[config.mk]
export PLATFORM = sky130hd
export DESIGN_NAME = mcp3201_emu
export DESIGN_NICKNAME = d
export VERILOG_FILES = /design/src/rtl/mcp3201_pkg.sv /design/src/rtl/mcp3201_emu_sync.sv /design/src/rtl/mcp3201_emu.sv
export SDC_FILE = /design/constraint.sdc
export NUM_CORES = 1
export LEC_CHECK = 0
export CELL_PAD_IN_SITES_DETAIL_PLACEMENT = 0
export CELL_PAD_IN_SITES_GLOBAL_PLACEMENT = 2
export CORE_UTILIZATION = 40
export DETAILED_ROUTE_END_ITERATION = 10
export MAX_ROUTING_LAYER = met4
export PLACE_DENSITY_LB_ADDON = 0.05
export SYNTH_ARGS = -nofsm -noshare
export SYNTH_HDL_FRONTEND = slang
export SYNTH_SLANG_ARGS = --single-unit
[constraint.sdc]
create_clock -name clk -period 5.2 [get_ports clk]
set_input_delay 1.04 -clock clk [delete_from_list [all_inputs] [get_ports clk]]
set_output_delay 1.04 -clock clk [all_outputs]
set_load 0.005 [all_outputs]
[src/rtl/mcp3201_pkg.sv]
// Shared types and constants for the MCP3201 pin-side emulator.
package mcp3201_pkg;

  typedef enum logic [2:0] {
    IDLE,
    SAMPLE,
    DATA,
    TAIL,
    ZERO
  } state_t;

  localparam int NULL_FALL = 2;
  localparam int MSB_FALL  = 3;
  localparam int FCNT_W    = 6;

endpackage

[src/rtl/mcp3201_emu_sync.sv]
// Multi-flop synchronizer with edge strobes for one asynchronous pin.
module spi_sync_edge #(
  parameter int SYNC_STAGES = 2
) (
  input  logic clk,
  input  logic rst_n,
  input  logic pin,
  output logic level,
  output logic rise,
  output logic fall
);

  logic [SYNC_STAGES-1:0] sync;
  logic                   prev;

  // Resetting to 0 means a CS_n already low at reset release never yields a fall,
  // so a frame in flight is ignored until CS_n cycles high and low again.
  always_ff @(posedge clk or negedge rst_n) begin
    if (!rst_n) begin
      sync <= '0;
      prev <= 1'b0;
    end else begin
      sync <= {sync[SYNC_STAGES-2:0], pin};
      prev <= sync[SYNC_STAGES-1];
    end
  end

  assign level = sync[SYNC_STAGES-1];
  assign rise  = level & ~prev;
  assign fall  = ~level & prev;

endmodule

[src/rtl/mcp3201_emu.sv]
// MCP3201 SPI responder, oversampled in the clk domain.
// Define MCP3201_LSB_TAIL_EN to append the LSB-first tail after B0.
import mcp3201_pkg::*;

module mcp3201_emu #(
  parameter int DATA_W      = 12,
  parameter int SYNC_STAGES = 2
) (
  input  logic              clk,
  input  logic              rst_n,
  input  logic [DATA_W-1:0] sample_data,
  input  logic              sample_valid,
  output logic              sample_used,
  input  logic              clk_pin,
  input  logic              cs_pin_n,
  output logic              dout_pin,
  output logic              dout_oe,
  output logic              frame_active,
  output logic              frame_done,
  output logic              frame_abort
);

  localparam logic [FCNT_W-1:0] B0_FALL = FCNT_W'(MSB_FALL + DATA_W - 1);
`ifdef MCP3201_LSB_TAIL_EN
  localparam logic [FCNT_W-1:0] TAIL_LAST = FCNT_W'(2 * DATA_W + 1);
`endif

  logic sclk_level_unused, sclk_rise, sclk_fall;
  logic cs_lvl, cs_rise, cs_fall;

  spi_sync_edge #(.SYNC_STAGES(SYNC_STAGES)) u_sclk (
    .clk(clk), .rst_n(rst_n), .pin(clk_pin),
    .level(sclk_level_unused), .rise(sclk_rise), .fall(sclk_fall)
  );

  spi_sync_edge #(.SYNC_STAGES(SYNC_STAGES)) u_cs (
    .clk(clk), .rst_n(rst_n), .pin(cs_pin_n),
    .level(cs_lvl), .rise(cs_rise), .fall(cs_fall)
  );

  state_t            state, state_nxt;
  logic [FCNT_W-1:0] fcnt, fcnt_nxt, fcnt_inc, pos;
  logic [DATA_W-1:0] hold, shreg, bit_sel;
  logic              b0_seen, b0_nxt, load;
  logic              dout_nxt, oe_nxt, fa_nxt, used_nxt, done_nxt, abort_nxt;

  always_ff @(posedge clk or negedge rst_n) begin
    if (!rst_n) hold <= '0;
    else if (sample_valid) hold <= sample_data;
  end

  always_ff @(posedge clk or negedge rst_n) begin
    if (!rst_n) begin
      state        <= IDLE;
      fcnt         <= '0;
      b0_seen      <= 1'b0;
      shreg        <= '0;
      dout_pin     <= 1'b0;
      dout_oe      <= 1'b0;
      frame_active <= 1'b0;
      sample_used  <= 1'b0;
      frame_done   <= 1'b0;
      frame_abort  <= 1'b0;
    end else begin
      state        <= state_nxt;
      fcnt         <= fcnt_nxt;
      b0_seen      <= b0_nxt;
      dout_pin     <= dout_nxt;
      dout_oe      <= oe_nxt;
      frame_active <= fa_nxt;
      sample_used  <= used_nxt;
      frame_done   <= done_nxt;
      frame_abort  <= abort_nxt;
      if (load) shreg <= sample_valid ? sample_data : hold;
    end
  end

  // One bit index serves both directions: MSB-first down to B0, then LSB-first back up.
  assign fcnt_inc = (fcnt == '1) ? fcnt : fcnt + 1'b1;
  assign pos      = (fcnt_inc > B0_FALL) ? fcnt_inc - B0_FALL : B0_FALL - fcnt_inc;
  assign bit_sel  = shreg >> pos;

  always_comb begin
    state_nxt = state;
    fcnt_nxt  = fcnt;
    b0_nxt    = b0_seen;
    dout_nxt  = dout_pin;
    oe_nxt    = dout_oe;
    fa_nxt    = frame_active;
    used_nxt  = 1'b0;
    done_nxt  = 1'b0;
    abort_nxt = 1'b0;
    load      = 1'b0;
    if (state == IDLE) begin
      oe_nxt   = 1'b0;
      dout_nxt = 1'b0;
      if (cs_fall) begin
        load      = 1'b1;
        used_nxt  = 1'b1;
        fcnt_nxt  = '0;
        b0_nxt    = 1'b0;
        fa_nxt    = 1'b1;
        state_nxt = SAMPLE;
      end
    end else if (cs_rise) begin
      state_nxt = IDLE;
      oe_nxt    = 1'b0;
      dout_nxt  = 1'b0;
      fa_nxt    = 1'b0;
      done_nxt  = b0_seen;
      abort_nxt = ~b0_seen;
    end else if (!cs_lvl) begin
      if (sclk_rise && fcnt >= B0_FALL) b0_nxt = 1'b1;
      if (sclk_fall) begin
        fcnt_nxt = fcnt_inc;
        case (state)
          SAMPLE: begin
            if (fcnt_inc == FCNT_W'(NULL_FALL)) begin
              oe_nxt    = 1'b1;
              dout_nxt  = 1'b0;
              state_nxt = DATA;
            end
          end
          DATA: begin
            if (fcnt_inc <= B0_FALL) begin
              dout_nxt = bit_sel[0];
            end else begin
`ifdef MCP3201_LSB_TAIL_EN
              dout_nxt  = bit_sel[0];
              state_nxt = TAIL;
`else
              dout_nxt  = 1'b0;
              state_nxt = ZERO;
`endif
            end
          end
`ifdef MCP3201_LSB_TAIL_EN
          TAIL: begin
            if (fcnt_inc <= TAIL_LAST) begin
              dout_nxt = bit_sel[0];
            end else begin
              dout_nxt  = 1'b0;
              state_nxt = ZERO;
            end
          end
`endif
          ZERO:    dout_nxt = 1'b0;
          default: state_nxt = IDLE;
        endcase
      end
    end
  end

endmodule

# Word level (Yosys, flattened, before mapping)
# Index checks and enable logic that the tools add are counted.
[classes]
reduce_logical = 15
n_lt_le_gt_ge = 3
n_eq_ne = 12
shift = 1
n_bitwise = 9
mux = 43
n_addsub = 3
[ops]
columns = ["operator", "count"]
rows = [
  ["6-bit two-way mux", 7],
  ["1-bit two-way mux", 26],
  ["3-bit two-way mux", 7],
  ["4-bit AND reduction", 4],
  ["12-bit two-way mux", 1],
  ["12-bit by 6-bit right shift with 1-bit output", 1],
  ["3-bit one-hot mux with 3 select lines", 1],
  ["3-bit nonzero test", 3],
  ["4-bit != test, second input constant", 2],
  ["6-bit by 1-bit adder with 6-bit output, second input constant", 1],
  ["6-bit by 2-bit == test with 1-bit output, second input constant", 1],
  ["6-bit == test, second input constant", 1],
  ["6-bit by 4-bit >= comparator with 1-bit output, second input constant", 1],
  ["6-bit by 4-bit > comparator with 1-bit output, second input constant", 1],
  ["6-bit by 4-bit <= comparator with 1-bit output, second input constant", 1],
  ["3-bit != test, second input constant", 2],
  ["6-bit AND reduction", 1],
  ["2-bit nonzero test", 3],
  ["4-bit by 6-bit subtractor with 6-bit output, first input constant", 1],
  ["6-bit by 4-bit subtractor with 6-bit output, second input constant", 1],
  ["1-bit NOT", 5],
  ["5-bit nonzero test", 1],
  ["1-bit AND", 4],
  ["2-bit != test, second input constant", 2],
  ["8 further kinds", 8],
]
[totals]
reg_bits = 46
word_cells = 101

# Depth between registers and ports, before layout
# Gate-level depths: netlist of the first run.
[logic_depth]
depth_word = 11
mapped_depth = 11

# Cells and area by module
# From an unflattened synthesis of the first run, not the netlist that was laid out.
[unflattened]
hier_cells = 214
area_unflattened_um2 = 2496.1
[modules_own_cells]
columns = ["mod", "n_inst", "area_each_um2", "cells_per_inst"]
rows = [
  ["mcp3201_emu", 1, 2316.0, 204],
  ["spi_sync_edge", 2, 90.1, 5],
]

# Worst setup path after synthesis of the first run
# OpenSTA, ideal clock, no wires.
[synth_path]
path_type = "register to register"
startpoint = "reg fcnt[1]"
endpoint = "reg dout_pin"
slack_ns = 2.579
stages_incl_launch_ff = 11
path_buffers = 1
required_ns = 5.074
t_arrival_ns = 2.496
period_less_slack_ns = 2.621
cell_sequence = "dfrtp_1 ha_1 nand3_2 or3_1 and2_4 buf_6 ha_1 mux2i_1 mux4_2 a41oi_2 o21ai_1"
[synth_between]
elab_chain_len = 11
word_cells_on_any_way = 18
classes_between = "3 x add/sub; 2 x order compare; 3 x eq/ne; 1 x shift; 8 x mux; 1 x reduce/logical"
[synth_rtl]
columns = ["element", "line", "text"]
rows = [
  ["start: declaration", "mcp3201_emu.sv:42", "logic [FCNT_W-1:0] fcnt, fcnt_nxt, fcnt_inc, pos;"],
  ["start signal: assignment", "mcp3201_emu.sv:66", "fcnt <= fcnt_nxt;"],
  ["6-bit by 1-bit adder with 6-bit output or 6-bit == test (tied branches)", "mcp3201_emu.sv:79", "assign fcnt_inc = (fcnt == '1) ? fcnt : fcnt + 1'b1;"],
  ["6-bit two-way mux (*)", "mcp3201_emu.sv:79", ""],
  ["4-bit by 6-bit subtractor with 6-bit output, or another cell as far along", "mcp3201_emu.sv:80", "assign pos = (fcnt_inc > B0_FALL) ? fcnt_inc - B0_FALL : B0_FALL - fcnt_inc;"],
  ["6-bit two-way mux", "mcp3201_emu.sv:80", ""],
  ["12-bit by 6-bit right shift with 1-bit output", "mcp3201_emu.sv:81", "assign bit_sel = shreg >> pos;"],
  ["1-bit two-way mux", "mcp3201_emu.sv:125", "if (fcnt_inc <= B0_FALL) begin"],
  ["1-bit one-hot mux with 3 select lines", "mcp3201_emu.sv:116", "case (state)"],
  ["1-bit two-way mux", "mcp3201_emu.sv:114", "if (sclk_fall) begin"],
  ["1-bit two-way mux", "mcp3201_emu.sv:112", "end else if (!cs_lvl) begin"],
  ["1-bit two-way mux", "mcp3201_emu.sv:105", "end else if (cs_rise) begin"],
  ["1-bit two-way mux", "mcp3201_emu.sv:94", "if (state == IDLE) begin"],
  ["end signal: assignment", "mcp3201_emu.sv:68", "dout_pin <= dout_nxt;"],
  ["end: declaration", "mcp3201_emu.sv:16", "output logic dout_pin,"],
]
# Mark *: on every way between the ends. The rest lies on a longest branch, timed or not. The select of a mux whose other input is x is not followed.
# A chain may end at the register's enable or synchronous reset.

# Final worst setup path of the first run
[layout_path]
startpoint = "reg fcnt[0]"
endpoint = "reg dout_pin"
# Same word-level chain as after synthesis.

==> metrics.yaml, run 1 <==
fin_nets: 250
ys_async_sr_fraction: 1.00
gp_congestion: 0.896
num_rows: 27
clockBufferDepth: 2
grt_pass1_wl_um: 8150
cts_resized: 0
yosys_warnings: 0
hold_viol: 0
grt_pass1_vias: 1670
clk_pin_slew_ns: 0.09
p_leak_nw: 1.15
dieArea_um2: 6180
syn-num-nets: 232
relSlewSlack: 0.340
critical_path_required_ns: 5.39
outcome: "finished, final reports clean"
numCtsBuffers: 5
ant_nets: 0
drive_gt1_frac: 0.180
yosys.area_share.simple: 0.122
synth_top_area_frac: 0.490
critPathBufInv: 0
synthCells: 209
synth_seq_cells: 46
rsz0062_at_grt: "no"
vias: 1621
start_util: 0.421
hold-worst-slack_ns: 0.356
crit_chain: "ha_1 > nand3_2 > or3_1 > and2_4 > ha_1 > mux2i_1 > mux4_2 > a41oi_2 > o21ai_1"
start_kind: "register"
critPathKind: "reg -> reg"
crit_path_max_fanout: 12
ctsHoldBuffers: 0
n_antenna_cell: 0
skew_ns: 0.00832
cp_common_cell: "ha_1"
critPathSlowestCell: "dfrtp_1"
drv_cap: 0
fin_tns_setup_ns: 0
p_per_area_nw_per_um2: 409
hpwl_um: 3360
netlist_area_um2: 2350
synth_compound_area_frac: 0.130
utilization: 0.480
synth.area.mux_share: 0.169
portBuffers: 22
track_usage: 0.176
crit_arrival_ns: 3.10
cts_setup_buffers: 0
postSynthAreaPerCell_um2: 11.2
antenna_found_initial: 0
die_w_um: 78.6
cts_tree: "built"
drtIter0Drc: 125
synth_edf_count: 0
min_period_ns: 2.91
synthAdderAreaFrac: 0.0320
ioPinCount: 23
synth_top_area_cell: "dfrtp_1"
yosysUniqueCellTypes: 46
critPathMaxStageDelay_ns: 0.55
yosys_most_used_dff: "dfrtp_1"
routed_wl_um: 4630
yosys.area_share.xor_xnor: 0.0112
avgRoutedWirePerCell_um: 15.4
die_h_um: 78.6
cp-end-kind: "register"
gr-total-overflow: 0
synth.area.top_cells: "dfrtp_1, mux2_2, ha_1, nand2_1, o21ai_0"
ir_worst_vdd_uv: 222
worst_pin_slew_ns: 0.990
synth_top_family_by_area: "multiplexers"
syn2layout_area_growth_pct: 14.0
drc: 0
cts_root_buf: "clkbuf_8"
max_freq_ghz: 0.343
htreeDepth: 2
clkSinkCount: 46
slew_violations: 0
fin_crit_sh: 0.560
vias_per_cell: 5.40
fp.coreArea_um2: 5570
min_path_type: "reg -> reg"
drtPass1Iterations: 4
setup_viol: 0
ys_seq_area_frac: 0.490
crit_family: "simple AND/OR/NAND/NOR gates"
grt_max_degree: 47
insertion_delay_ns: 0.30
registers in the layout, indices dropped and copies added (netlist names):
name          flops
b0_seen           1
dout_oe           1
dout_pin          1
fcnt              6
frame_abort       1
frame_active      1
frame_done        1
hold             12
sample_used       1
shreg            12
state             3
u_cs.prev         1
u_cs.sync         2
u_sclk.prev       1
u_sclk.sync       2
cells in the mapped netlist (all sizes together) (4+ instances only):
library cell   n
a21oi          6
and3           5
buf            9
dfrtp         46
ha             6
inv            9
mux2          25
mux2i          4
nand2         18
nand2b         4
nand3          5
nor2          12
nor3           4
o21ai         15
worst paths after layout:
check	slack [ns]	to	depth (start not counted)	startpoint
worst max-delay path	2.29	dout_pin$_DFFE_PN0P_	9	fcnt[0]$_DFFE_PN0P_
worst min-delay path	0.36	u_sclk.sync[1]$_DFF_PN0_	0	u_sclk.sync[0]$_DFF_PN0_
worst max register to register	2.29	dout_pin$_DFFE_PN0P_	9	fcnt[0]$_DFFE_PN0P_
worst min register to register	0.36	u_sclk.sync[1]$_DFF_PN0_	0	u_sclk.sync[0]$_DFF_PN0_
max in group asynchronous	3.68	shreg[11]$_DFFE_PN0P_	1	rst_n
min in group asynchronous	0.90	state[0]$_DFFE_PN0P_	1	rst_n
cells in the final DEF (no fill, tap or decap), types with 2 or more instances in the layout:
cell type / instances
a21oi_1: 6
a22o_1: 2
a2bb2oi_1: 2
a311oi_1: 2
a31oi_1: 2
and2_1: 2
and3_1: 5
clkbuf_8: 6
clkdlybuf4s50_1: 21
dfrtp_1: 46
ha_1: 6
inv_1: 8
mux2_2: 25
mux2i_1: 4
mux4_1: 2
nand2_1: 18
nand2b_1: 4
nand3_1: 4
nor2_1: 12
nor2b_1: 3
nor3_1: 4
o21ai_0: 13
o21ai_1: 2
o22ai_1: 2
o2bb2ai_1: 2
o31ai_1: 2
or2_2: 2
xnor2_1: 3
cells by family (layout without fill, tap and decap cells):
kind of cell | after synthesis | after routing
xor+xnor | 3 | 3
fa+ha+maj | 6 | 6
flops | 46 | 46
buf+inv | 20 | 39
mux | 32 | 32
simple gates | 58 | 58
compound gates | 44 | 44
layer usage:
layer | share of wire | GRT usage
met1 | 0.46 | 0.229
met2 | 0.50 | 0.277
met3 | 0.031 | 0.0349
met4 | 0.0095 | 0.0556
met5 | 0 | -
final cells by class:
class | instances | area, um2
clock buffer | 7 | 86.3
clock inverter | 1 | 8.76
fill | 520 | 2900
inverter | 9 | 33.8
multi-input combinational | 143 | 1090
sequential | 46 | 1150
tap | 72 | 90.1
timing repair buffer | 22 | 215
worst reg2reg max path: cells and delay by family, from the launching register on:
family          cells  cell delay (ns)
flops               1             0.55
simple gates        3             0.72
compound gates      2             0.27
fa+ha+maj           2             0.63
mux                 2             0.63
report_power, final:
part | internal (mW) | switching, mW
clock network | 0.110 | 0.121
logic | 0.189 | 0.172
registers | 0.438 | 0.0632
total | 0.736 | 0.357
per-stage QoR:
stage,total power [mW],cells,area [um2],worst slack [ns]
CTS,1.11,300,2680,2.28
global placement,0.864,292,2580,2.39
floorplan,0.770,209,2350,2.58
global route,1.18,300,2680,2.11
finish,1.09,300,2680,2.29
detailed placement,0.875,292,2580,2.29
Note: power is estimated with default switching activity, not from simulation.
==> run 2: changes to the inputs <==
CORE_UTILIZATION = 38   (was 40)
clock period = 2.85 ns   (was 5.2 ns; I/O delays follow)
==> metrics.yaml, run 2 (synthesized netlist as in run 1, its figures left out) <==
r2r_slack_ns: 0.17
hold_start: "u_sclk.sync[0]$_DFF_PN0_"
drtIter0Drc: 96
crit_start: "fcnt[1]$_DFFE_PN0P_"
grt_pass1_wl_um: 8370
cts_root_buf: "clkbuf_8"
relSlewSlack: 0.324
clk_pin_slew_ns: 0.10
p_leak_nw: 1.17
min_period_ns: 2.68
die_w_um: 80.6
critPathKind: "reg -> reg"
antenna_found_initial: 0
drc: 0
rsz0062_at_grt: "no"
slew_violations: 0
drive_gt1_frac: 0.203
ioPinCount: 23
utilization: 0.459
vias_per_cell: 5.33
grt_max_degree: 47
fin_tns_setup_ns: 0
min_path_type: "reg -> reg"
portBuffers: 22
drv_cap: 0
fin_crit_sh: 0.939
die_h_um: 80.6
skew_ns: 0.00964
start_util: 0.394
hold_viol: 0
p_seq_frac: 0.429
final_cell_mix: "dfrtp_1, mux2_2, clkdlybuf4s50_1"
avgRoutedWirePerCell_um: 16.1
grt_pass1_vias: 1707
power_switching_mw: 0.690
multi_input_area_um2: 1110
p_per_area_nw_per_um2: 777
clkSinkCount: 46
reg2reg_depth: 9
crit_chain: "ha_4 > nand3_2 > or3_1 > and2_4 > ha_1 > mux2i_2 > mux4_2 > a41oi_2 > o21ai_1"
max_freq_ghz: 0.374
gr-total-overflow: 0
pwr-share-clk: 0.235
num_rows: 28
cp-end-kind: "register"
critPathMaxStageDelay_ns: 0.49
track_usage: 0.178
fin_nets: 253
cts_setup_buffers: 0
drtPass1Iterations: 4
critPathSlowestCell: "dfrtp_1"
gp_congestion: 0.883
routed_wl_um: 4930
outcome: "finished, final reports clean"
htreeDepth: 2
vias: 1630
seq_area_um2: 1150
crit_arrival_ns: 2.87
timing.rr.start: "fcnt[1]$_DFFE_PN0P_"
start_kind: "register"
ant_nets: 0
final.fill_count: 585
crit_path_max_fanout: 6
fp.coreArea_um2: 5960
hpwl_um: 3540
clockBufferDepth: 2
worst_pin_slew_ns: 1.01
mostFrequentLayoutCell: "dfrtp_1"
numCtsBuffers: 5
cts_tree: "built"
rr_endpoint: "dout_pin$_DFFE_PN0P_"
ir_worst_vdd_uv: 300
switching_share: 0.324
top_regs: "hold (12), shreg (12), fcnt (6)"
setup_viol: 0
n_antenna_cell: 0
insertion_delay_ns: 0.30
comb_power_share: 0.336
dieArea_um2: 6500
cp-endpoint: "dout_pin$_DFFE_PN0P_"
p_int_mw: 1.44
syn2layout_area_growth_pct: 16.5
critical_path_required_ns: 3.04
## run 2: cell count changes in the layout (fill, tap and decap cells not counted), sizes merged
cell / delta
buf: +3
clkbuf: -2
bufinv: +1
clkinv: +1
## run 2: how the worst min path moves through the flow
stage / endpoint / cells past startpoint
after global placement: u_cs.sync[1]$_DFF_PN0_ / 0
after detailed placement: u_sclk.sync[1]$_DFF_PN0_ / 0
final: u_sclk.sync[1]$_DFF_PN0_ / 0
after CTS: u_sclk.sync[1]$_DFF_PN0_ / 0
after global routing: u_sclk.sync[1]$_DFF_PN0_ / 0
after floorplan: b0_seen$_DFFE_PN0P_ / 0
## run 2: layout make-up
cell class	count	area share
multi-input cells	143	0.404
inverters	9	0.0124
well taps	75	0.0343
clock inverters	3	0.0160
clock buffers	5	0.0252
repair buffers	25	0.0869
flip-flops and latches	46	0.421
## run 2: critical path, delay by kind of cell (launching register included)
family,cells,cell delay [ns]
muxes,2,0.57
adders and majority gates,2,0.52
DFF,1,0.49
AOI/OAI and AO/OA,2,0.28
and+or+nand+nor,3,0.71
## run 2: routing by layer
metal	share of wire	routed length, um	GRT usage
met1	0.46	2270	0.217
met2	0.50	2440	0.291
met3	0.027	131	0.0364
met4	0.019	92	0.0696
met5	0	0	-
## run 2: power groups by stage
stage	sequential (mW)	clock, mW	combinational [mW]
2_1_floorplan	0.873	0	0.532
3_3_place_gp	0.918	0	0.687
3_5_place_dp	0.922	0	0.704
4_1_cts	0.909	0.514	0.707
5_1_grt	0.930	0.544	0.800
6_report	0.912	0.500	0.714
## run 2: metrics by stage
step | power, mW | cell area [um2] | setup WS [ns] | std cells | hold WS (ns)
floorplan | 1.40 | 2350 | 0.229 | 209 | 0.274
global placement | 1.61 | 2610 | 0.179 | 298 | 0.335
detailed placement | 1.63 | 2610 | 0.0592 | 298 | 0.335
CTS | 2.13 | 2720 | 0.0435 | 306 | 0.356
global route | 2.27 | 2740 | 0.0331 | 306 | 0.370
finish | 2.13 | 2740 | 0.173 | 306 | 0.355
## run 2: what timing repair did
item                                    4_1_cts  5_1_grt
gates resized for setup                       0        4
hold buffers                                  0        0
endpoints found under the setup margin        0        1
==> run 3: changes to the inputs <==
CORE_ASPECT_RATIO = 0.8   (was not set)
==> metrics.yaml, run 3 (synthesized netlist as in run 1, its figures left out) <==
ant_nets: 0
max_freq_ghz: 0.378
vias_per_cell: 5.30
final_cell_mix: "dfrtp_1, mux2_2, clkdlybuf4s50_1"
reg2reg_depth: 9
rsz0062_at_grt: "no"
hpwl_um: 3560
outcome: "finished, final reports clean"
drc: 0
critPathMaxStageDelay_ns: 0.42
start_util: 0.395
ioPinCount: 23
avgRoutedWirePerCell_um: 15.7
clockBufferDepth: 2
portBuffers: 22
pre_cts_ws_ns: 0.0878
hold_viol: 0
critPathSlowestCell: "dfrtp_2"
num_rows: 25
insertion_delay_ns: 0.30
min_path_type: "reg -> reg"
drtPass1Iterations: 4
gp_congestion: 0.876
fin_crit_sh: 0.929
mostFrequentLayoutCell: "dfrtp_1"
cp-endpoint: "dout_pin$_DFFE_PN0P_"
cts_tree: "built"
top_regs: "hold (12), shreg (12), fcnt (6)"
crit_start: "fcnt[1]$_DFFE_PN0P_"
slew_violations: 0
grt_pass1_wl_um: 8440
fin_nets: 254
drtIter0Drc: 98
gr-total-overflow: 0
routed_wl_um: 4910
drv_cap: 0
critPathKind: "reg -> reg"
fp.coreArea_um2: 5940
worst_pin_slew_ns: 1.01
crit_chain: "ha_2 > nand3_2 > or3_1 > and2_4 > ha_1 > mux2i_1 > mux4_2 > a41oi_2 > o21ai_1"
start_kind: "register"
skew_ns: 0.00608
p_leak_nw: 1.17
total_power_mw: 2.04
r2r_slack_ns: 0.20
die_w_um: 89.9
track_usage: 0.172
n_antenna_cell: 0
ir_worst_vdd_uv: 356
layout_setup_ws_ns: 0.204
numCtsBuffers: 5
place_area_um2: 2620
dieArea_um2: 6500
fin_tns_setup_ns: 0
die_h_um: 72.3
utilization: 0.458
rr_endpoint: "dout_pin$_DFFE_PN0P_"
timing.rr.start: "fcnt[1]$_DFFE_PN0P_"
clk_pin_slew_ns: 0.09
grt_pass1_vias: 1661
antenna_found_initial: 0
min_period_ns: 2.65
cp-end-kind: "register"
vias: 1660
htreeDepth: 2
clkSinkCount: 46
crit_arrival_ns: 2.84
critical_path_required_ns: 3.04
syn2layout_area_growth_pct: 15.9
relSlewSlack: 0.325
crit_path_max_fanout: 6
setup_viol: 0
grt_max_degree: 47
p_per_area_nw_per_um2: 749
cts_root_buf: "clkbuf_8"
drive_gt1_frac: 0.203
stdcell_area_um2: 2720
## run 3: changes by cell type in the layout (fill, tap and decap cells not counted), sizes merged
| cell | before | now |
|---|---|---|
| clkinv | 1 | 0 |
| buf | 4 | 5 |
| clkbuf | 5 | 7 |
| bufinv | 1 | 0 |
## run 3: stage by stage
stage          hold slack, ns  std cells
6_report                0.356        313
5_1_grt                 0.370        313
4_1_cts                 0.357        313
3_5_place_dp            0.338        305
3_3_place_gp            0.333        305
2_1_floorplan           0.274        209
## run 3: how the worst min path moves through the flow
stage | cells after the start | slack, ns | from | to
after detailed placement | 0 | 0.34 | u_sclk.sync[0]$_DFF_PN0_ | u_sclk.sync[1]$_DFF_PN0_
after CTS | 0 | 0.36 | u_cs.sync[0]$_DFF_PN0_ | u_cs.sync[1]$_DFF_PN0_
final | 0 | 0.36 | u_sclk.sync[0]$_DFF_PN0_ | u_sclk.sync[1]$_DFF_PN0_
after global routing | 0 | 0.37 | u_cs.sync[0]$_DFF_PN0_ | u_cs.sync[1]$_DFF_PN0_
after global placement | 0 | 0.33 | u_cs.sync[0]$_DFF_PN0_ | u_cs.sync[1]$_DFF_PN0_
after floorplan | 0 | 0.27 | rst_n | b0_seen$_DFFE_PN0P_
## run 3: timing repair
action	CTS	global route
endpoints found under the setup margin	0	1
setup buffers	0	0
hold buffers	0	0
resized for setup	0	2
## run 3: layer usage
layer / wire (um) / vias to the layer above / part of all wire / global-route usage
met5: 0 / - / 0 / -
met4: 44 / 0 / 0.0090 / 0.0520
met3: 161 / 6 / 0.033 / 0.0356
met2: 2320 / 36 / 0.47 / 0.281
met1: 2380 / 825 / 0.48 / 0.219
li1: - / 793 / - / -
## run 3: worst max-delay path: cells and delay by family, from the launching register on
kind            cells  cell delay [ns]
compound gates      2             0.27
simple gates        3             0.72
mux                 2             0.60
flops               1             0.42
fa+ha+maj           2             0.55
## run 3: final cells by class
cell class                      count  area, um2
Fill cell                         571       3220
Clock buffer                        7       86.3
Sequential cell                    46       1150
Tap cell                           81        101
Timing Repair Buffer               26        245
Inverter                            9       33.8
Clock inverter                      1       8.76
Multi-Input combinational cell    143       1090
## run 3: power by group
group	leakage (nW)	total [mW]	switching (mW)	internal (mW)
registers	0.566	0.909	0.108	0.800
logic	0.551	0.704	0.338	0.366
clock network	0.0489	0.426	0.225	0.201
